**config.mk**
```make
export PLATFORM = sky130hd
export DESIGN_NAME = run_controller
export DESIGN_NICKNAME = d
export VERILOG_FILES = /design/src/rtl/run_ctrl_pkg.sv /design/src/rtl/run_ctrl_loader.sv /design/src/rtl/run_controller.sv
export SDC_FILE = /design/constraint.sdc
export NUM_CORES = 1
export LEC_CHECK = 0
export BUFFER_PORTS_ARGS = -buffer_cell sky130_fd_sc_hd__buf_2
export CORE_MARGIN = 5
export CORE_UTILIZATION = 30
export CTS_BUF_LIST = sky130_fd_sc_hd__clkbuf_2 sky130_fd_sc_hd__clkbuf_4 sky130_fd_sc_hd__clkbuf_8
export DETAILED_ROUTE_END_ITERATION = 16
export PLACE_DENSITY = 0.61
export SLEW_MARGIN = 5
export SYNTH_ARGS = -nofsm -noshare
export SYNTH_HDL_FRONTEND = slang
export SYNTH_SLANG_ARGS = --single-unit
```
**constraint.sdc**
```tcl
create_clock -name clk -period 3.22 [get_ports clk]
set_input_delay 0.322 -clock clk [delete_from_list [all_inputs] [get_ports clk]]
set_output_delay 0.322 -clock clk [all_outputs]
set_load 0.05 [all_outputs]
```
**src/rtl/run_ctrl_pkg.sv**
```systemverilog
// Shared types for the run-control sequencer: FSM state encoding and host
// command opcodes.
package run_ctrl_pkg;

  localparam logic [1:0] OPC_LOAD = 2'd0;
  localparam logic [1:0] OPC_RUN  = 2'd1;
  localparam logic [1:0] OPC_HALT = 2'd2;
  localparam logic [1:0] OPC_STEP = 2'd3;

  localparam int CNT_W = 8;

  typedef enum logic [2:0] {
    ST_IDLE = 3'd0,
    ST_LOAD = 3'd1,
    ST_RST  = 3'd2,
    ST_RUN  = 3'd3,
    ST_HALT = 3'd4,
    ST_STEP = 3'd5
  } state_e;

  typedef enum logic [1:0] {
    OP_LOAD = OPC_LOAD,
    OP_RUN  = OPC_RUN,
    OP_HALT = OPC_HALT,
    OP_STEP = OPC_STEP
  } cmd_op_e;

endpackage

```
**src/rtl/run_ctrl_loader.sv**
```systemverilog
// Program download engine: tracks load address and remaining byte count and
// registers one program-memory write per accepted byte.
module run_ctrl_loader
  import run_ctrl_pkg::*;
#(
  parameter int ADDR_W = 8,
  parameter int DATA_W = 8
) (
  input  logic              clk,
  input  logic              reset,
  input  logic              start,
  input  logic [CNT_W-1:0]  len,
  input  logic              ld_fire,
  input  logic [DATA_W-1:0] ld_data,
  output logic              last,
  output logic              pm_wr_en,
  output logic [ADDR_W-1:0] pm_wr_addr,
  output logic [DATA_W-1:0] pm_wr_data
);

  logic [ADDR_W-1:0] addr;
  logic [CNT_W-1:0]  left;

  assign last = ld_fire && (left == '0);

  // Write is registered so it lands one cycle after its handshake
  always_ff @(posedge clk or negedge reset) begin
    if (!reset) begin
      addr       <= '0;
      left       <= '0;
      pm_wr_en   <= 1'b0;
      pm_wr_addr <= '0;
      pm_wr_data <= '0;
    end else begin
      pm_wr_en <= 1'b0;
      if (start) begin
        addr <= '0;
        left <= len;
      end else if (ld_fire) begin
        pm_wr_en   <= 1'b1;
        pm_wr_addr <= addr;
        pm_wr_data <= ld_data;
        addr       <= addr + 1'b1;
        left       <= left - 1'b1;
      end
    end
  end

endmodule

```
**src/rtl/run_controller.sv**
```systemverilog
// Run-control sequencer: downloads a program, then sequences processor reset,
// run, halt, N-cycle step and a single PC breakpoint via the clock enable.
module run_controller
  import run_ctrl_pkg::*;
#(
  parameter int ADDR_W     = 8,
  parameter int DATA_W     = 8,
  parameter int RST_CYCLES = 2
) (
  input  logic              clk,
  input  logic              reset,
  input  logic              cmd_valid,
  output logic              cmd_ready,
  input  logic [1:0]        cmd_op,
  input  logic [7:0]        cmd_len,
  input  logic              ld_valid,
  output logic              ld_ready,
  input  logic [DATA_W-1:0] ld_data,
  output logic              pm_wr_en,
  output logic [ADDR_W-1:0] pm_wr_addr,
  output logic [DATA_W-1:0] pm_wr_data,
  output logic              cpu_reset,
  output logic              cpu_clk_en,
  input  logic [ADDR_W-1:0] pc,
  input  logic              bp_en,
  input  logic [ADDR_W-1:0] bp_addr,
  output logic [2:0]        state,
  output logic              busy
);

  localparam logic [CNT_W-1:0] RST_LOAD = CNT_W'(RST_CYCLES - 1);

  state_e           state_q, state_d;
  logic [CNT_W-1:0] cnt_q, cnt_d;
  logic             bp_skip_q, bp_skip_d;
  logic             cmd_fire, ld_fire, bp_hit, load_last, load_start;

  assign cmd_ready  = (state_q == ST_IDLE) || (state_q == ST_RUN) || (state_q == ST_HALT);
  assign cmd_fire   = cmd_valid && cmd_ready;
  assign ld_ready   = (state_q == ST_LOAD);
  assign ld_fire    = ld_valid && ld_ready;
  assign bp_hit     = bp_en && (pc == bp_addr) && !bp_skip_q;
  assign load_start = cmd_fire && (cmd_op == OPC_LOAD);
  assign state      = state_q;
  assign busy       = (state_q != ST_IDLE);

  run_ctrl_loader #(
    .ADDR_W (ADDR_W),
    .DATA_W (DATA_W)
  ) u_loader (
    .clk        (clk),
    .reset      (reset),
    .start      (load_start),
    .len        (cmd_len),
    .ld_fire    (ld_fire),
    .ld_data    (ld_data),
    .last       (load_last),
    .pm_wr_en   (pm_wr_en),
    .pm_wr_addr (pm_wr_addr),
    .pm_wr_data (pm_wr_data)
  );

  always_ff @(posedge clk or negedge reset) begin
    if (!reset) begin
      state_q   <= ST_IDLE;
      cnt_q     <= '0;
      bp_skip_q <= 1'b0;
    end else begin
      state_q   <= state_d;
      cnt_q     <= cnt_d;
      bp_skip_q <= bp_skip_d;
    end
  end

  // bp_skip lives for exactly one cycle: the first cycle after leaving HALT
  always_comb begin
    state_d    = state_q;
    cnt_d      = cnt_q;
    bp_skip_d  = 1'b0;
    cpu_reset  = 1'b1;
    cpu_clk_en = 1'b0;
    case (state_q)
      ST_IDLE: begin
        if (cmd_fire) begin
          if (cmd_op == OPC_LOAD) begin
            state_d = ST_LOAD;
          end else if (cmd_op == OPC_RUN) begin
            state_d = ST_RST;
            cnt_d   = RST_LOAD;
          end
        end
      end
      ST_LOAD: begin
        if (load_last) state_d = ST_IDLE;
      end
      ST_RST: begin
        cpu_clk_en = 1'b1;
        if (cnt_q == '0) state_d = ST_RUN;
        else             cnt_d   = cnt_q - 1'b1;
      end
      ST_RUN: begin
        cpu_reset  = 1'b0;
        cpu_clk_en = !bp_hit;
        if (cmd_fire) begin
          if (cmd_op == OPC_LOAD) begin
            state_d    = ST_LOAD;
            cpu_reset  = 1'b1;
            cpu_clk_en = 1'b0;
          end else if (cmd_op == OPC_HALT) begin
            state_d = ST_HALT;
          end
        end else if (bp_hit) begin
          state_d = ST_HALT;
        end
      end
      ST_HALT: begin
        cpu_reset = 1'b0;
        if (cmd_fire) begin
          case (cmd_op)
            OPC_LOAD: state_d = ST_LOAD;
            OPC_RUN: begin
              state_d   = ST_RUN;
              bp_skip_d = 1'b1;
            end
            OPC_STEP: begin
              state_d   = ST_STEP;
              cnt_d     = cmd_len;
              bp_skip_d = 1'b1;
            end
            default: ;
          endcase
        end
      end
      ST_STEP: begin
        cpu_reset  = 1'b0;
        cpu_clk_en = !bp_hit;
        if (bp_hit || (cnt_q == '0)) state_d = ST_HALT;
        else                         cnt_d   = cnt_q - 1'b1;
      end
      default: state_d = ST_IDLE;
    endcase
  end

endmodule

```
==> reports/summary.txt <==
status: finished, final reports clean
post-synth top area cell: dfrtp_1
Critical Path RT: 3410 ps
setup TNS: 0 ps
FFs w/ async S/R, synth: 100%
post-route antenna net violation count: 0
# rows: 32
chip width: 99.7 µm
CP max-delay cell: dfrtp_1
synthesized area: 0.00241 mm²
most frequent CP cell: nor2_1
first-pass GRT wire length: 10600 µm
critical path type: register to register
Initial Util: 31.1%
DR vias/cell: 4.91
worst path bufs/invs: 2
routed wire length: 6240 µm
pre-CTS setup slack: 699 ps
number of flops mapped to enable cells by yosys: 0
die height: 99.7 µm
minimum clock period: 2510 ps
layout cell share with drive strength beyond 1: 23.1%
Hold Crit Class: primary input to async pin
total power: 2700 µW
vias in the first global route: 2239
Worst Path Max Fanout: 25
Top Family by Delay on Critical Path: simple AND/OR/NAND/NOR gates
Pwr Density: 925 mW/mm²
Synth Flop Type: dfrtp_1
final worst slack: 709 ps
total track usage: 13.0%
WL/cell: 13.9 µm
CTS tree: built
DRC: 0
FF/Latch Area: 0.00113 mm²
diodes inserted: 0
area occupied by multi-input gates: 0.00119 mm²
post-CTS sizing: 0
startpoint types: register
Yosys top cell area share: 46.7%
initial antenna violation count: 0
CTS Root Cell: clkbuf_8
fin crit share: 78.0%
Max Freq: 0.398 GHz
CP endpoint kind: register
Max stage delay on crit path: 590 ps
CTS H-tree lvls: 2
P&R area growth vs syn: 21.0%
Initial DRT Pass Iterations: 4
MaxCap Viol Count: 0
clk sink count: 45
Post-CTS Setup Inserts: 0
RSZ-0062 raised after global routing: no
core area: 0.00777 mm²
hold_buf cts: 0
Synth Area per Inst: 8.53 µm²
clock skew: 6.61 ps
post-synthesis sequential area ratio: 46.7%
Max Transition Viols Final: 0
Final HPWL DP: 4570 µm
vias: 2200
Util after Layout: 37.6%
# setup viols final: 0
IO Pins: 64
Reg clk slew, reported paths: 90 ps
worst skew pair latency: 300 ps
fillers: 824
Port-buffer cells: 63
leakage power: 0.00147 µW
violation count after the first detailed-route iteration: 75
Max clock buf depth: 2
Max VDD drop: 0.252 mV
Hold Violations, Final: 0
crit-path cells: nor3b_2 > nand2_2 > inv_2 > buf_4 > nand2_1 > nor2_1 > nand4_1 > xor2_1 > nor2_1
Seq cells post-synth: 45
total gr overflow: 0
TritonCTS buffer count: 5
final net count: 388
Synth area leaders: dfrtp_1 (47%), nand2_1 (11%), xor2_1 (5.1%)
Syn. warnings: 0
Worst slew margin: 33.1%
largest net degree at the start of global routing: 46
Syn Nets: 326
synth unique cells: 48
worst slew pin tran: 1000 ps
die area: 0.00994 mm²
Critical Path AT: 2700 ps
RD Place Congestion: 0.838
Post-Synthesis Cells: 283
[layout by cell type, fill, tap and decap left out, drive strengths merged, types with 5 or more instances in the layout]
master	n
nand2	69
buf	66
dfrtp	45
nor2	27
o21ai	20
xor2	14
inv	13
nand3	10
a21oi	8
nor3	5
clkbuf	5
[synth_stat cells, types with 3 or more instances]
cell      count
o22ai_1       3
nand4_1       4
nor3_1        5
o21ai_0      20
nor4_1        3
nand2_1      68
o211ai_1      3
dfrtp_1      45
nand2b_1      4
xor2_1       14
inv_1        11
clkbuf_1      5
and3_1        3
buf_2         3
ha_1          4
nand3_1      10
nor2_1       27
a31oi_1       3
a22oi_1       3
a21o_1        4
a21oi_1       8
[routing by layer]
| metal | wire length, µm | share of wire [%] | GRT usage, % |
|---|---|---|---|
| met5 | 0 | 0 | 0 |
| met4 | 70 | 1.1 | 3.36 |
| met3 | 295 | 4.7 | 3.16 |
| met2 | 2950 | 47 | 20.7 |
| met1 | 2930 | 47 | 17.5 |
[worst paths after layout]
path / to / slack [ps] / from / cells past startpoint
min reg2reg: u_loader.pm_wr_addr[5] / 480 / u_loader.pm_wr_addr[5] / 2
min: u_loader.pm_wr_data[7] / 180 / reset / 1
max in group asynchronous: u_loader.left[1] / 2410 / reset / 1
max reg2reg: u_loader.addr[7] / 710 / state[0] / 9
max: u_loader.addr[7] / 710 / state[0] / 9
min in group clk: u_loader.pm_wr_data[1] / 200 / ld_data[1] / 3
[final cells by class]
class                   instances  area share (%)
multi-input cells             215            40.9
flip-flops and latches         45            38.6
repair buffers                 66            11.6
well taps                     102            4.37
clock buffers                   5            2.36
inverters                      12            1.54
clock inverters                 3           0.728
[flip-flops by register name, indices dropped and copies added (netlist names)]
signal,flops
bp_skip_q,1
cnt_q,8
state,3
u_loader.addr,8
u_loader.left,8
u_loader.pm_wr_addr,8
u_loader.pm_wr_data,8
u_loader.pm_wr_en,1
[cell families after synthesis]
group                    share of synthesized area [%]
AND/OR/NAND/NOR                                   25.3
AO/OA/AOI/OAI                                     16.6
flip-flops                                        46.7
buffers and inverters                             3.89
XOR/XNOR                                          5.08
adder cells (fa/ha/maj)                           2.07
multiplexers                                     0.415
[power breakdown]
part           internal, µW  leakage, µW  switching (µW)
sequential              744     0.000589             200
clock                   154    0.0000445             207
combinational           427     0.000838             969
[metrics by stage]
step	area (µm²)	hold slack [ps]	cells
floorplan	2410	26.4	283
global placement	2830	459	440
detailed placement	2830	461	440
CTS	2920	199	448
global route	2920	203	448
finish	2920	181	448
Power figures use the tool's default switching activity.
